[src/rtl/disp_pkg.sv]
// Shared constants and types for the 7-segment display blocks.
// Segment vectors are {g,f,e,d,c,b,a} and everything is active-low.
package disp_pkg;

  localparam int NUM_DIGITS = 4;
  localparam int PWM_PHASES = 8;

  localparam logic [6:0] SEG_OFF = 7'b1111111;
  localparam logic [3:0] AN_OFF  = 4'b1111;

  // Entry n is the active-low segment pattern for hex digit n.
  localparam logic [15:0][6:0] HEX7SEG = {
    7'b0001110,  // F
    7'b0000110,  // E
    7'b0100001,  // d
    7'b1000110,  // C
    7'b0000011,  // b
    7'b0001000,  // A
    7'b0010000,  // 9
    7'b0000000,  // 8
    7'b1111000,  // 7
    7'b0000010,  // 6
    7'b0010010,  // 5
    7'b0011001,  // 4
    7'b0110000,  // 3
    7'b0100100,  // 2
    7'b1111001,  // 1
    7'b1000000   // 0
  };

  typedef struct packed {
    logic [15:0] data;
    logic [3:0]  dp;
    logic [3:0]  mask;
    logic [2:0]  bright;
    logic        blank_lz;
  } disp_buf_t;

endpackage

[src/rtl/hex7seg_dec.sv]
// Combinational hex nibble to active-low 7-segment pattern.
module hex7seg_dec
  import disp_pkg::*;
(
  input  logic [3:0] nibble_i,
  output logic [6:0] seg_o
);

  assign seg_o = HEX7SEG[nibble_i];

endmodule

[src/rtl/disp_scan_ctrl.sv]
// 4-digit multiplexed 7-segment scan controller with PWM brightness,
// leading-zero blanking and frame-synchronous double buffering.
module disp_scan_ctrl
  import disp_pkg::*;
#(
  parameter int TICK_DIV = 6250
) (
  input  logic        clk,
  input  logic        rst_n,
  input  logic        wr_en,
  input  logic [15:0] wr_data,
  input  logic [3:0]  wr_dp,
  input  logic [3:0]  wr_mask,
  input  logic [2:0]  wr_bright,
  input  logic        wr_blank_lz,
  output logic        pending,
  output logic        frame_done,
  output logic [1:0]  digit,
  output logic [3:0]  an,
  output logic [6:0]  seg,
  output logic        dp
);

  localparam int PRESC_W = (TICK_DIV > 2) ? $clog2(TICK_DIV) : 1;
  localparam int PH_W    = $clog2(PWM_PHASES);
  localparam int DIG_W   = $clog2(NUM_DIGITS);
  localparam logic [PRESC_W-1:0] TICK_LAST = PRESC_W'(TICK_DIV - 1);
  localparam logic [PH_W-1:0]    PH_LAST   = PH_W'(PWM_PHASES - 1);
  localparam logic [DIG_W-1:0]   DIG_LAST  = DIG_W'(NUM_DIGITS - 1);

  logic [PRESC_W-1:0] presc_q, presc_d;
  logic [PH_W-1:0]    phase_q, phase_d;
  logic [DIG_W-1:0]   digit_q, digit_d;
  logic               pending_q, pending_d;
  disp_buf_t          pend_q, pend_d;
  disp_buf_t          act_q, act_d;
  logic [3:0]         an_q, an_d;
  logic [6:0]         seg_q, seg_d;
  logic               dp_q, dp_d;

  logic       tick, slot_end, frame_end;
  logic [3:0] nibble;
  logic [6:0] dec_seg;
  logic [3:0] lz_blank;
  logic       lit;

  assign tick      = (presc_q == TICK_LAST);
  assign slot_end  = tick && (phase_q == PH_LAST);
  assign frame_end = slot_end && (digit_q == DIG_LAST);

  always_comb begin
    presc_d   = tick ? '0 : presc_q + 1'b1;
    phase_d   = tick ? phase_q + 1'b1 : phase_q;
    digit_d   = slot_end ? digit_q + 1'b1 : digit_q;
    act_d     = act_q;
    pend_d    = pend_q;
    pending_d = pending_q;
    if (frame_end && pending_q) begin
      act_d     = pend_q;
      pending_d = 1'b0;
    end
    // A write on the boundary cycle lands after the transfer and stays pending.
    if (wr_en) begin
      pend_d    = '{data: wr_data, dp: wr_dp, mask: wr_mask,
                    bright: wr_bright, blank_lz: wr_blank_lz};
      pending_d = 1'b1;
    end
  end

  // A digit is blank when it and every more significant nibble are zero.
  always_comb begin
    lz_blank[3] = act_q.blank_lz && (act_q.data[15:12] == 4'h0);
    lz_blank[2] = lz_blank[3] && (act_q.data[11:8] == 4'h0);
    lz_blank[1] = lz_blank[2] && (act_q.data[7:4] == 4'h0);
    lz_blank[0] = 1'b0;
  end

  assign nibble = act_q.data[{digit_q, 2'b00} +: 4];

  hex7seg_dec u_dec (
    .nibble_i (nibble),
    .seg_o    (dec_seg)
  );

  always_comb begin
    lit  = act_q.mask[digit_q] && (phase_q <= act_q.bright) && !lz_blank[digit_q];
    an_d = AN_OFF;
    seg_d = SEG_OFF;
    dp_d = 1'b1;
    if (lit) begin
      an_d  = ~(4'b0001 << digit_q);
      seg_d = dec_seg;
      dp_d  = ~act_q.dp[digit_q];
    end
  end

  always_ff @(posedge clk or negedge rst_n) begin
    if (!rst_n) begin
      presc_q   <= '0;
      phase_q   <= '0;
      digit_q   <= '0;
      pending_q <= 1'b0;
      pend_q    <= '0;
      act_q     <= '0;
      an_q      <= AN_OFF;
      seg_q     <= SEG_OFF;
      dp_q      <= 1'b1;
    end else begin
      presc_q   <= presc_d;
      phase_q   <= phase_d;
      digit_q   <= digit_d;
      pending_q <= pending_d;
      pend_q    <= pend_d;
      act_q     <= act_d;
      an_q      <= an_d;
      seg_q     <= seg_d;
      dp_q      <= dp_d;
    end
  end

  assign pending    = pending_q;
  assign frame_done = frame_end;
  assign digit      = digit_q;
  assign an         = an_q;
  assign seg        = seg_q;
  assign dp         = dp_q;

endmodule

[config.mk]
export PLATFORM = sky130hd
export DESIGN_NAME = disp_scan_ctrl
export DESIGN_NICKNAME = d
export VERILOG_FILES = /design/src/rtl/disp_pkg.sv /design/src/rtl/hex7seg_dec.sv /design/src/rtl/disp_scan_ctrl.sv
export SDC_FILE = /design/constraint.sdc
export NUM_CORES = 1
export LEC_CHECK = 0
export ABC_AREA = 1
export CAP_MARGIN = 40
export CORE_MARGIN = 5
export CORE_UTILIZATION = 30
export CTS_CLUSTER_SIZE = 8
export DETAILED_ROUTE_END_ITERATION = 12
export SLEW_MARGIN = 5
export SYNTH_ARGS = -nofsm -noshare
export SYNTH_HDL_FRONTEND = slang
export SYNTH_SLANG_ARGS = --single-unit
[constraint.sdc]
create_clock -name clk -period 2.2 [get_ports clk]
set_clock_uncertainty 0.2 [all_clocks]
set_input_delay 0.66 -clock clk [delete_from_list [all_inputs] [get_ports clk]]
set_output_delay 0.66 -clock clk [all_outputs]
set_load 0.05 [all_outputs]
==> flow_summary.yaml, run 1 <==
layout:
  num-nets-final: 616
  post-route-util_pct: 39.6
  layout_commonest_cell: "nand2_1"
  instances_no_fill: 753
  syn_to_final_growth_pct: 29.1
  final_cell_mix: "220 x nand2_1, 73 x dfrtp_1, 34 x inv_1, 31 x nand3_1"
  layout-drive-gt1-share_pct: 16.8
  antenna_cells: 0
yosys:
  synth_area_leaders: "dfrtp_1 44%, nand2_1 19%, dfstp_2 7.4%"
  syn_inst: 511
  ys_async_sr_fraction_pct: 100
  ys_warn_count: 0
  synth_ff_type: "dfrtp_1"
  yosys.area.top_type_share_pct: 43.9
  syn_area_sq_um: 4280
  synth_edf_count: 0
  ys_seq_area_share_pct: 51.2
  syn_area_per_cell_sq_um: 8.37
  synth_area_leader_cell: "dfrtp_1"
  synth_fp_nets: 559
  synth_cell_types: 31
  synth-seq-cells: 87
floorplan:
  die_y_um: 129
  die-area_sq_um: 16800
  row_count: 43
  core_sq_um: 13900
  start_util_pct: 30.7
  num_io_pins: 47
  die_w_um: 129
detailed_routing:
  initialDrtViolationCount: 154
  drcViolationCount: 0
  drtAntennaViolNets: 0
  via_per_inst: 4.54
  route.met2.wl_mm: 4.44
  dr.pass1.iters: 5
  m1WireLength_mm: 4.43
  met3_length_um: 324
  dr.max_layer_used: "met4"
  routedWlPerCell_um: 12.4
  dr_total_vias: 3422
  wirelength_mm: 9.33
global_routing:
  grt_overflow: 0
  grt_pass1_vias: 3458
  grt_util_all_layers_pct: 12.2
  grt_pass1_wl_mm: 16.6
  grt_max_degree: 32
  grt_antenna_before_repair: 0
sta:
  worst_pin_slew_ns: 0.431
  layout_setup_ws_ns: -0.230
  post-route-period-util_pct: 110
  rsz0062_at_grt: "yes"
  hold_violations: 0
  hold-worst-slack_ns: 0.0489
  fmax_ghz: 0.411
  slew_headroom_pct: 71.2
  finalSetupViolCount: 1
  slew_viol_final: 0
  fin_crit_ns: 2.43
clock_network:
  cts_buffer_depth: 2
  clk_pin_slew_ns: 0.06
  cts_hold_buf: 0
  cts_sinks: 87
  cts_tree: "yes"
  htreeDepth: 3
  cts_buffers: 9
  clockRootBuffer: "clkbuf_16"
  clkLatencyLatePin_ns: 0.34
setup_path:
  cp_top_family: "simple AND/OR/NAND/NOR gates"
  reg2reg_from: "presc_q[1]"
  endpoint_kind: "output pin"
  worst_path_largest_cell_delay_ns: 0.38
  cp.arrival_ns: 1.57
  crit_fanout: 2
  start_kind: "flop"
  path_cells: "inv_1, ha_1, nand2_2, nor2_4, nand2_4, nor2_8, nand2_4, nor2_4, buf_12"
  path_depth: 9
  reg2reg_depth: 10
  worstPathRequired_ns: 1.34
  cp-startpoint: "presc_q[1]"
  cpMaxStageDelayCell: "dfrtp_1"
  worstSetupPathType: "reg -> out"
  path_buf_inv: 2
power:
  leakagePower_nw: 2.85
  p_total_w: 0.00331
  vdd_drop_max_mv: 0.390
  power-per-cell-area_nw_per_um2: 599
outcome:
  status: "complete, but fails checks"
  violations: "setup timing"
min_path:
  hp-class: "in -> async"
placed_design:
  dp_hpwl_mm: 6.86
  place_ws_ns: 0.0479
  placed_cells: 733
  gp_congestion: 0.808
  io_buffers: 46
job:
  cap_violations: 0
==> final timing paths <==
| check | slack, ns | end |
|---|---|---|
| max | -0.23 | frame_done |
| min | 0.05 | presc_q[7] |
| max reg2reg | 0.20 | act_q[24] |
| min reg2reg | 0.27 | act_q[15] |
| max in group asynchronous | 1.11 | pend_q[24] |
| min in group clk | 0.27 | act_q[15] |
==> flip-flops by register name (all words and copies together), names as in the netlist <==
name / flops
presc_q: 13
digit: 2
pend_q: 28
an: 4
phase_q: 3
dp: 1
act_q: 28
seg: 7
pending: 1
==> cells in the mapped netlist (2+ instances only) <==
| cell type | n |
|---|---|
| nand2_1 | 222 |
| dfrtp_1 | 75 |
| inv_1 | 34 |
| nand3_1 | 31 |
| nand4_1 | 29 |
| ha_1 | 17 |
| nor2_1 | 15 |
| dfstp_2 | 12 |
| o21ai_0 | 11 |
| clkbuf_1 | 10 |
| inv_2 | 8 |
| a21oi_1 | 5 |
| buf_6 | 5 |
| nor3_1 | 5 |
| xor2_1 | 5 |
| nor2_4 | 4 |
| buf_2 | 3 |
| o211ai_1 | 3 |
| or2_2 | 3 |
| buf_4 | 2 |
| nand2_4 | 2 |
==> kinds of logic after synthesis <==
| family | count (synthesis) | share of synthesized area (%) |
|---|---|---|
| and+or+nand+nor | 318 | 33.4 |
| DFF | 87 | 51.2 |
| buffers and inverters | 63 | 6.67 |
| AOI/OAI and AO/OA | 21 | 2.75 |
| adders and majority gates | 17 | 4.97 |
| xor gates and xnor gates | 5 | 1.02 |
==> per-layer routing <==
layer	vias up	global-route usage [%]
met5	-	0
met4	0	3.73
met3	9	2.64
met2	72	19.6
met1	1605	16.7
li1	1736	-
==> report_power, final <==
| part | internal, W | switching [W] |
|---|---|---|
| Clock | 0.000858 | 0.000620 |
| Combinational | 0.0000768 | 0.0000776 |
| Sequential | 0.00165 | 0.0000269 |
| Total | 0.00258 | 0.000725 |
==> stage by stage <==
step | setup TNS (ns) | cell area, sq um
after CTS | -0.250 | 5500
after floorplan | -0.0245 | 4310
after global routing | -0.321 | 5520
after detailed placement | 0 | 5180
final | -0.230 | 5520
after global placement | 0 | 5180
==> layout make-up <==
type	count	area, sq um
multi-input combinational	361	1830
sequential	87	2190
inverter	42	160
fill	1369	8410
tap	180	225
clock buffer	12	267
clock inverter	4	28.8
timing repair buffer	67	813
==> timing repair <==
item,CTS,global route
setup endpoints to repair,1,5
pin swaps,4,0
gates cloned,0,0
resized for setup,2,3
buffers inserted,2,2
endpoints found under the hold margin,0,0
(Power assumes the default switching activity.)
==> run 2, diff against run 1 <==
--- a/config.mk
+++ b/config.mk
@@ -7,10 +7,10 @@
 export LEC_CHECK = 0
 export ABC_AREA = 1
 export CAP_MARGIN = 40
-export CORE_MARGIN = 5
 export CORE_UTILIZATION = 30
 export CTS_CLUSTER_SIZE = 8
 export DETAILED_ROUTE_END_ITERATION = 12
+export GPL_TIMING_DRIVEN = 0
 export SLEW_MARGIN = 5
 export SYNTH_ARGS = -nofsm -noshare
 export SYNTH_HDL_FRONTEND = slang
==> flow_summary.yaml, run 2 (synthesis results as in run 1) <==
outcome:
  status: "complete, but fails checks"
  violations: "setup timing"
floorplan:
  die-area_sq_um: 14700
  start_util_pct: 30.8
  die_w_um: 121
  die_y_um: 121
  row_count: 43
  num_io_pins: 47
  core_sq_um: 13900
setup_path:
  worstPathRequired_ns: 1.34
  cp.arrival_ns: 1.68
  endpoint_kind: "output pin"
  start_kind: "flop"
  cpMaxStageDelayCell: "dfrtp_1"
  crit_fanout: 2
  path_buf_inv: 2
  rr_endpoint: "seg[3]"
  reg2reg_slack_ns: 0.15
  reg2reg_from: "digit[0]"
  reg2reg_depth: 12
  path_cells: "inv_1, ha_2, nand2_2, nor2_4, nand2_4, nor2_8, nand2_4, nor2_4, buf_6"
  worst_path_largest_cell_delay_ns: 0.37
  worstSetupPathType: "reg -> out"
  cp_top_family: "simple AND/OR/NAND/NOR gates"
layout:
  final_cell_mix: "218 x nand2_1, 72 x dfrtp_1, 32 x inv_1, 31 x nand3_1"
  instances_no_fill: 765
  layout-drive-gt1-share_pct: 17.6
  syn_to_final_growth_pct: 27.6
  antenna_cells: 0
  reg_top3: "act_q x28, pend_q x28, presc_q x13"
  num-nets-final: 628
  post-route-util_pct: 39.3
  layout_commonest_cell: "nand2_1"
  fillers: 1433
clock_network:
  cts_hold_buf: 0
  cts_buffers: 9
  clockRootBuffer: "clkbuf_16"
  clk_pin_slew_ns: 0.07
  cts_sinks: 87
  cts_tree: "yes"
  cts_buffer_depth: 2
  htreeDepth: 3
  clkLatencyLatePin_ns: 0.34
placed_design:
  placed_cells: 738
  gp_congestion: 0.860
  io_buffers: 46
  place_ws_ns: -0.767
  dp_hpwl_mm: 6.75
global_routing:
  grt_util_all_layers_pct: 13.9
  grt_overflow: 0
  grt_pass1_vias: 3418
  grt_max_degree: 55
  grt_pass1_wl_mm: 16.0
  grt_antenna_before_repair: 0
sta:
  slew_headroom_pct: 68.4
  worst_pin_slew_ns: 0.477
  layout_setup_ws_ns: -0.337
  slew_viol_final: 0
  rsz0062_at_grt: "yes"
  fin_crit_ns: 2.54
  hold_violations: 0
  hold-worst-slack_ns: 0.0703
  post-route-period-util_pct: 115
  fmax_ghz: 0.394
  finalSetupViolCount: 1
detailed_routing:
  dr.pass1.iters: 4
  routedWlPerCell_um: 11.9
  wirelength_mm: 9.12
  via_per_inst: 4.42
  initialDrtViolationCount: 135
  drtAntennaViolNets: 0
  dr.max_layer_used: "met4"
  route.met2.wl_mm: 4.16
  m1WireLength_mm: 4.45
  dr_total_vias: 3378
  met3_length_um: 344
  drcViolationCount: 0
power:
  power-per-cell-area_nw_per_um2: 637
  vdd_drop_max_mv: 0.398
  p_total_w: 0.00348
  leakagePower_nw: 2.80
min_path:
  hp-class: "in -> async"
job:
  cap_violations: 0
-- run 2: cell types whose count changed in the layout (fill, tap and decap cells not counted), moves of 3 or more --
cell and delta:
clkbuf_1 +9, buf_12 -19, inv_6 +3, buf_6 +7
clkbuf_8 -3, clkdlybuf4s15_2 +13, inv_2 +3, buf_4 -6
buf_2 +4
-- run 2: worst register-to-register path: stages, from the launching register on --
cell,delay (ns)
dfrtp_2,0.43
buf_4,0.18
inv_2,0.10
buf_6,0.14
nand2_1,0.06
nand3_1,0.10
nand2_2,0.13
inv_2,0.10
ha_2,0.22
inv_1,0.08
nand2_1,0.08
nand3_1,0.08
nand3_1,0.10
-- run 2: area by class of cell --
cell class                      count  area [sq um]  share of cell area [%]
Sequential cell                    87          2200                    40.2
Buffer                             21           133                    2.43
Clock inverter                      7           100                    1.83
Multi-Input combinational cell    361          1840                    33.7
Tap cell                          180           225                    4.13
Clock buffer                        9           225                    4.13
Inverter                           42           158                    2.89
Timing Repair Buffer               58           581                    10.6
-- run 2: layer usage --
layer / track usage [%] / vias to the layer above
li1: - / 1764
met1: 17.8 / 1536
met2: 22.3 / 62
met3: 3.67 / 16
met4: 5.32 / 0
met5: 0 / -
-- run 2: worst max path at each step --
| stage | start | slack, ns | cells past startpoint | to |
|---|---|---|---|---|
| 3_3_place_gp | rst_n | -3.15 | 1 | digit[1] |
| 2_1_floorplan | presc_q[1] | -0.02 | 8 | frame_done |
| 5_1_grt | presc_q[1] | -0.42 | 9 | frame_done |
| 6_report | presc_q[1] | -0.34 | 9 | frame_done |
| 4_1_cts | presc_q[1] | -0.32 | 9 | frame_done |
| 3_5_place_dp | presc_q[1] | -0.77 | 9 | frame_done |
-- run 2: through the flow --
stage | TNS (ns) | instance area, sq um
finish | -0.337 | 5460
global route | -0.421 | 5460
CTS | -0.321 | 5420
detailed placement | -2.92 | 5020
global placement | -237.31 | 4990
floorplan | -0.0245 | 4310
-- run 2: timing repair --
action,in CTS,in global routing
setup endpoints to repair,16,9
pin swaps,5,2
gates resized for setup,54,9
setup buffers,6,5
-- run 2: where the power goes --
group	leakage [nW]	internal, W	total, W	switching [W]
combinational	1.54	0.0000733	0.000150	0.0000764
clock	0.161	0.00101	0.00166	0.000650
sequential	1.10	0.00165	0.00167	0.0000269
total	2.80	0.00273	0.00348	0.000753
==> run 3, diff against run 2 <==
--- a/config.mk
+++ b/config.mk
@@ -11,7 +11,6 @@
 export CTS_CLUSTER_SIZE = 8
 export DETAILED_ROUTE_END_ITERATION = 12
 export GPL_TIMING_DRIVEN = 0
-export SLEW_MARGIN = 5
 export SYNTH_ARGS = -nofsm -noshare
 export SYNTH_HDL_FRONTEND = slang
 export SYNTH_SLANG_ARGS = --single-unit
==> results of run 3 <==
No change in the layout: final DEF, timing and power equal those of run 2.
